[src/rtl/i2s_tx_serializer_if.sv]
// Sample-side bundle of the I2S transmitter: strobed two's-complement samples in, advisory ready out.
// No backpressure: ena_i is never stalled, ready_o only reports that the pair buffer is empty.
interface i2s_tx_serializer_if #(
  parameter int D_WIDTH = 24
);
  logic [D_WIDTH-1:0] data_i;
  logic               ena_i;
  logic               ready_o;

  modport master (output data_i, output ena_i, input ready_o);
  modport slave  (input data_i, input ena_i, output ready_o);
endinterface

[src/rtl/i2s_tx_serializer.sv]
// Stereo I2S serializer (left-justified when I2S_TX_LEFT_JUSTIFIED_EN is defined) with a one-pair buffer; left MSB
// lands CLK_DIV clocks after the next frame boundary; no backpressure: late right samples are dropped (overrun).
module i2s_tx_serializer #(
  parameter int D_WIDTH    = 24,
  parameter int SLOT_WIDTH = 32,
  parameter int CLK_DIV    = 4
) (
  input  logic               clk_i,
  input  logic               nrst_i,
  i2s_tx_serializer_if.slave smp,
  input  logic               clr_i,
  output logic               sclk_o,
  output logic               lrclk_o,
  output logic               sdata_o,
  output logic               overrun_o,
  output logic               underrun_o
);

  localparam int FRAME_BITS = 2 * SLOT_WIDTH;
  localparam int DIV_W      = (CLK_DIV > 2) ? $clog2(CLK_DIV) : 1;
  localparam int BIT_W      = $clog2(FRAME_BITS);

`ifdef I2S_TX_LEFT_JUSTIFIED_EN
  localparam int   PAD    = SLOT_WIDTH - D_WIDTH;
  localparam logic LR_RST = 1'b1;
`else
  // One extra slot bit ahead of the MSB carries the I2S delay bit.
  localparam int   PAD    = SLOT_WIDTH - D_WIDTH - 1;
  localparam logic LR_RST = 1'b0;
`endif

  localparam logic [DIV_W-1:0] DIV_LAST = DIV_W'(CLK_DIV - 1);
  localparam logic [DIV_W-1:0] DIV_HALF = DIV_W'(CLK_DIV / 2);
  localparam logic [BIT_W-1:0] BIT_LAST = BIT_W'(FRAME_BITS - 1);
  localparam logic [BIT_W-1:0] BIT_SLOT = BIT_W'(SLOT_WIDTH);

  function automatic logic [SLOT_WIDTH-1:0] fmt_slot(input logic [D_WIDTH-1:0] s);
    logic [SLOT_WIDTH-1:0] ext;
    ext              = '0;
    ext[D_WIDTH-1:0] = s;
    return ext << PAD;
  endfunction

  logic [DIV_W-1:0]      div_q, div_d;
  logic [BIT_W-1:0]      bit_q, bit_d;
  logic [FRAME_BITS-1:0] shift_q, shift_d;
  logic                  toggle_q, toggle_d;
  logic [D_WIDTH-1:0]    left_hold_q, left_hold_d;
  logic [2*D_WIDTH-1:0]  pair_q, pair_d;
  logic                  pend_q, pend_d;
  logic                  seen_q, seen_d;
  logic                  sclk_q, sclk_d;
  logic                  lrclk_q, lrclk_d;
  logic                  sdata_q, sdata_d;
  logic                  ready_q, ready_d;
  logic                  overrun_q, overrun_d;
  logic                  underrun_q, underrun_d;

  logic div_wrap;
  logic boundary;
  logic consume;
  logic accept;
  logic drop;
  logic underrun_set;

  always_comb begin
    div_wrap     = (div_q == DIV_LAST);
    boundary     = div_wrap && (bit_q == BIT_LAST);
    consume      = boundary && pend_q;
    accept       = smp.ena_i && toggle_q && (!pend_q || consume);
    drop         = smp.ena_i && toggle_q && pend_q && !consume;
    underrun_set = 1'b0;

    div_d   = div_wrap ? '0 : div_q + 1'b1;
    bit_d   = bit_q;
    shift_d = shift_q;
    pend_d  = pend_q;
    seen_d  = seen_q;

    if (div_wrap) begin
      bit_d   = boundary ? '0 : bit_q + 1'b1;
      shift_d = shift_q << 1;
    end

    // The whole next frame is formatted at once; the shifter then only walks it MSB first.
    if (boundary) begin
      if (pend_q) begin
        shift_d = {fmt_slot(pair_q[2*D_WIDTH-1 -: D_WIDTH]), fmt_slot(pair_q[D_WIDTH-1:0])};
        pend_d  = 1'b0;
        seen_d  = 1'b1;
      end else begin
        shift_d      = '0;
        underrun_set = seen_q;
      end
    end

    toggle_d    = toggle_q ^ smp.ena_i;
    left_hold_d = (smp.ena_i && !toggle_q) ? smp.data_i : left_hold_q;
    pair_d      = accept ? {left_hold_q, smp.data_i} : pair_q;
    if (accept) begin
      pend_d = 1'b1;
    end

    overrun_d  = drop | (overrun_q & ~clr_i);
    underrun_d = underrun_set | (underrun_q & ~clr_i);

    // Serial outputs follow the next-state counters so all three change on the same edge.
    sclk_d  = (div_d >= DIV_HALF);
`ifdef I2S_TX_LEFT_JUSTIFIED_EN
    lrclk_d = (bit_d < BIT_SLOT);
`else
    lrclk_d = (bit_d >= BIT_SLOT);
`endif
    sdata_d = shift_d[FRAME_BITS-1];
    ready_d = ~pend_d;
  end

  always_ff @(posedge clk_i) begin
    if (!nrst_i) begin
      div_q       <= '0;
      bit_q       <= '0;
      shift_q     <= '0;
      toggle_q    <= 1'b0;
      left_hold_q <= '0;
      pair_q      <= '0;
      pend_q      <= 1'b0;
      seen_q      <= 1'b0;
      sclk_q      <= 1'b0;
      lrclk_q     <= LR_RST;
      sdata_q     <= 1'b0;
      ready_q     <= 1'b1;
      overrun_q   <= 1'b0;
      underrun_q  <= 1'b0;
    end else begin
      div_q       <= div_d;
      bit_q       <= bit_d;
      shift_q     <= shift_d;
      toggle_q    <= toggle_d;
      left_hold_q <= left_hold_d;
      pair_q      <= pair_d;
      pend_q      <= pend_d;
      seen_q      <= seen_d;
      sclk_q      <= sclk_d;
      lrclk_q     <= lrclk_d;
      sdata_q     <= sdata_d;
      ready_q     <= ready_d;
      overrun_q   <= overrun_d;
      underrun_q  <= underrun_d;
    end
  end

  assign sclk_o      = sclk_q;
  assign lrclk_o     = lrclk_q;
  assign sdata_o     = sdata_q;
  assign smp.ready_o = ready_q;
  assign overrun_o   = overrun_q;
  assign underrun_o  = underrun_q;

endmodule

[src/flat_wrapper.sv]
// flat-port wrapper written by rule: the top's interface ports become plain ports
module i2s_tx_serializer_flat 
#(
  parameter int D_WIDTH    = 24,
  parameter int SLOT_WIDTH = 32,
  parameter int CLK_DIV    = 4
)
  (clk_i, nrst_i, clr_i, sclk_o, lrclk_o, sdata_o, overrun_o, underrun_o, smp_data_i, smp_ena_i, smp_ready_o);
  i2s_tx_serializer_if #(.D_WIDTH(D_WIDTH)) smp_i ();
  input  logic clk_i;
  input  logic nrst_i;
  input  logic clr_i;
  output logic sclk_o;
  output logic lrclk_o;
  output logic sdata_o;
  output logic overrun_o;
  output logic underrun_o;
  input wire logic [$bits(smp_i.data_i)-1:0] smp_data_i;
  input wire logic [$bits(smp_i.ena_i)-1:0] smp_ena_i;
  output wire logic [$bits(smp_i.ready_o)-1:0] smp_ready_o;
  assign smp_i.data_i = smp_data_i;
  assign smp_i.ena_i = smp_ena_i;
  assign smp_ready_o = smp_i.ready_o;
  i2s_tx_serializer #(.D_WIDTH(D_WIDTH), .SLOT_WIDTH(SLOT_WIDTH), .CLK_DIV(CLK_DIV)) u_core (.clk_i(clk_i), .nrst_i(nrst_i), .smp(smp_i), .clr_i(clr_i), .sclk_o(sclk_o), .lrclk_o(lrclk_o), .sdata_o(sdata_o), .overrun_o(overrun_o), .underrun_o(underrun_o));
endmodule
[config.mk]
export PLATFORM = sky130hd
export DESIGN_NAME = i2s_tx_serializer_flat
export DESIGN_NICKNAME = d
export VERILOG_FILES = /design/src/rtl/i2s_tx_serializer_if.sv /design/src/rtl/i2s_tx_serializer.sv /design/src/flat_wrapper.sv
export SDC_FILE = /design/constraint.sdc
export NUM_CORES = 1
export LEC_CHECK = 0
export BUFFER_PORTS_ARGS = -buffer_cell sky130_fd_sc_hd__buf_2
export CAP_MARGIN = 40
export CORE_ASPECT_RATIO = 2
export CORE_MARGIN = 2
export CORE_UTILIZATION = 45
export DETAILED_ROUTE_END_ITERATION = 8
export GPL_ROUTABILITY_DRIVEN = 0
export GPL_TIMING_DRIVEN = 0
export SYNTH_ARGS = -nofsm -noshare
export SYNTH_HDL_FRONTEND = slang
export SYNTH_SLANG_ARGS = --single-unit
[constraint.sdc]
create_clock -name clk_i -period 1.82 [get_ports clk_i]
set_input_delay 0.091 -clock clk_i [delete_from_list [all_inputs] [get_ports clk_i]]
set_output_delay 0.091 -clock clk_i [all_outputs]
set_load 0.01 [all_outputs]
==> flow_metrics.py <==
metrics = {
    "synthesis": {
        "yosys-top-cells-area": "dfxtp_1, mux2i_1, o21ai_0, nand2_1, nand4_1",
        "synthesis.area_per_instance_um2": 8.83,
        "multiplexer_share_of_the_synthesized_area_pct": 12.3,
        "synth-compound-area-share_pct": 16.4,
        "yosys.area.top_type": "dfxtp_1",
        "synth.top_cells.by_count": "dfxtp_1, nand2_1, o21ai_0",
        "synth-adder-area-share_pct": 1.05,
        "synth-edff-count": 0,
        "yosysTopAreaCellShare_pct": 48.4,
        "seq_area_frac_synth_pct": 48.4,
        "synth_simple_gate_area_share_pct": 15.8,
        "synth-main-ff-cell": "dfxtp_1",
        "main_combinational_cell_family_by_area_after_synthesis": "compound AO/OA/AOI/OAI gates",
        "synthXorXnorAreaFrac_pct": 0.441,
        "asr_flop_ratio_synth_pct": 0,
        "mappedNetlistArea_um2": 5960,
        "synth_cells": 675,
        "postSynthRegisterBits": 144,
        "number_of_warnings_printed_during_yosys_synthesis": 0,
        "synth_most_common_cell": "dfxtp_1",
        "syn-num-nets": 708,
        "synth_cell_type_count": 34,
    },
    "timing": {
        "grt_setup_unrepaired": "true",
        "finalWorstPathRequiredPeriod_ns": 1.80,
        "whs_ns": 0.203,
        "finalHoldViolCount": 0,
        "final_max_slew_viol_count": 0,
        "min_period_over_period_pct": 99.0,
        "top_achievable_clock_speed_ghz": 0.555,
        "timing.final.setup_violations": 0,
        "finalClockSkew_ns": 0.00751,
        "setup-tns-final_ns": 0,
        "max_slew_margin_pct": 57.6,
        "tightest_slew_ns": 0.637,
    },
    "global_routing": {
        "antenna_found_initial": 1,
        "grt_pass1_vias": 5297,
        "globalRoute.totalOverflow": 0,
        "grt_pass1_wl_um": 25900,
        "grt.total_usage_pct": 23.1,
        "grt_max_degree": 17,
    },
    "clocking": {
        "cts_sinks": 144,
        "clock_path_buffers": 2,
        "cts.root.buffer_cell": "clkbuf_16",
        "cts_inserted_buffers": 17,
        "clock_tree.htree_level_count": 4,
        "insertion_delay_ns": 0.43,
        "cts.clk_slew.worst_paths_ns": 0.06,
        "clock_tree_from_tritoncts": "yes",
    },
    "die": {
        "io_pins": 34,
        "core_area_um2": 13000,
        "die_h_um": 167,
        "placementRows": 59,
        "die_x_um": 85.4,
        "start_util_pct": 45.9,
        "design.die.area_um2": 14200,
    },
    "routing": {
        "initialDrtViolationCount": 257,
        "avgViaCountPerCell": 5.62,
        "vias": 5235,
        "routedWlPerCell_um": 17.6,
        "post-route-drc-count": 0,
        "ant_nets": 0,
        "drt-pass1-iter-count": 5,
        "detail_route.wirelength_um": 16400,
    },
    "pwr": {
        "power_density_nw_per_um2": 1040,
        "maximum_vdd_drop_uv": 707,
        "power_leakage_nw": 2.65,
    },
    "cells_and_area": {
        "finish.instance_area_um2": 7400,
        "seqCellArea_um2": 2890,
        "multi_input_comb_area_um2": 2770,
        "instances_no_fill": 931,
        "n_fill_cell": 1211,
        "final_net_count": 798,
        "drive_gt1_share_pct": 14.3,
        "syn_to_final_growth_pct": 24.1,
    },
    "status": {
        "outcome": "finished, final reports clean",
    },
    "critical_path": {
        "path_max_fanout": 6,
        "reg2reg_from": "u_core.div_q[0]",
        "crit_required_ns": 2.17,
        "reg2reg_setup_slack_ns": 0.02,
        "path_buf_inv": 3,
        "crit_path_frequent_cell": "buf_6",
        "critical_path_arrival_ns": 2.15,
        "cp-start-kind": "register",
        "timing_worst_setup_path_type": "register to register",
        "crit_path_cell_trace": "ha_4 > buf_6 > nand3_4 > o32ai_4 > buf_6 > clkbuf_16 > mux2i_1",
        "critical-path-max-stage-delay_ns": 0.42,
        "reg2reg_to": "u_core.pair_q[38]",
        "reg2reg_depth": 7,
        "timing.critical_path.max_delay_family": "buffers and inverters",
        "setup.worst_path.end_class": "register",
        "cp_slowest_cell": "o32ai_4",
    },
    "placement": {
        "placed_cell_area_um2": 6310,
        "post-place-cells": 859,
        "port_bufs": 32,
        "detailed_place_hpwl_um": 11900,
    },
    "hold_path": {
        "worstHoldPathType": "input port to register",
        "timing.hold.worst_endpoint": "u_core.div_q[0]",
        "hold_path_startpoint": "nrst_i",
        "hold-path-cell-count": 3,
    },
    "job": {
        "drv_cap": 0,
    },
}
==> power breakdown <==
group / total (W) / switching, W / internal (W)
clock network: 0.00362 / 0.00139 / 0.00223
logic: 0.000680 / 0.000378 / 0.000302
registers: 0.00340 / 0.0000910 / 0.00331
==> area by class of cell <==
cell class | instances | share of cell area, %
flip-flops and latches | 144 | 39.1
multi-input cells | 455 | 37.5
diodes | 1 | 0.0338
inverters | 4 | 0.203
clock inverters | 13 | 2.17
plain buffers | 70 | 4.72
repair buffers | 73 | 7.65
clock buffers | 19 | 6.12
well taps | 152 | 2.57
==> cells by family (layout without fill, tap and decap cells) <==
logic type,after synthesis,after routing
and+or+nand+nor,201,201
other,0,1
buffers and inverters,76,179
adders and majority gates,5,5
AOI/OAI and AO/OA,173,173
xor gates and xnor gates,3,3
DFF,144,144
muxes,73,73
==> stage by stage <==
step | util (%) | worst slack (ns) | total power [W]
floorplan | - | 0.0837 | 0.00385
global placement | 48.6 | -0.166 | 0.00403
detailed placement | 48.6 | -0.224 | 0.00404
CTS | 55.7 | 0.000475 | 0.00770
global route | 56.9 | -0.0340 | 0.00796
finish | 56.9 | 0.0187 | 0.00771
==> layout by cell type (no fill, tap or decap), types with 26 or more instances in the layout <==
| master | netlist | layout |
|---|---|---|
| nor2_1 | 29 | 29 |
| nand4_1 | 49 | 49 |
| mux2i_1 | 73 | 73 |
| a31oi_1 | 47 | 47 |
| dlygate4sd3_1 | 0 | 26 |
| o21ai_0 | 99 | 99 |
| clkbuf_1 | 53 | 44 |
| nand2_1 | 99 | 99 |
| buf_2 | 10 | 39 |
| dfxtp_1 | 144 | 141 |
==> registers in the layout (all words and copies together), names as in the netlist, 6 cells and up <==
signal / count
u_core.pair_q: 48
u_core.shift_q: 56
u_core.bit_q: 6
u_core.left_hold_q: 24
==> metal layers <==
layer  wire length (µm)  vias up  global-route usage [%]  share of wire, %
li1                   -     2587                       -                 -
met1               6420     2488                    25.0                39
met2               8860      128                    41.7                54
met3                555       32                    4.16               3.4
met4                589        0                    12.1               3.6
met5                  0        -                       0                 0
==> timing repair <==
action	4_1_cts	5_1_grt
setup endpoints to repair	102	91
resized for setup	4	27
gates cloned	0	3
setup buffers	6	6
pin swaps	1	3
hold endpoints to repair	50	0
hold buffers	26	0
==> worst reg2reg max path: cells and delay by family (launching register included) <==
kind	cells	cell delay, ns
mux	1	0.18
compound gates	1	0.42
flops	1	0.37
simple gates	1	0.12
fa+ha+maj	1	0.13
buf+inv	3	0.52
==> worst max-delay path by stage <==
stage	startpoint	endpoint	cells after the start
floorplan	u_core.sclk_o	u_core.pair_q[24]	7
global placement	u_core.div_q[0]	u_core.pair_q[41]	7
detailed placement	u_core.div_q[0]	u_core.pair_q[34]	7
CTS	u_core.bit_q[0]	u_core.pair_q[38]	6
global route	u_core.pend_q	u_core.shift_q[46]	5
finish	u_core.div_q[0]	u_core.pair_q[38]	7
No activity file was read; power rests on OpenSTA's default activity.
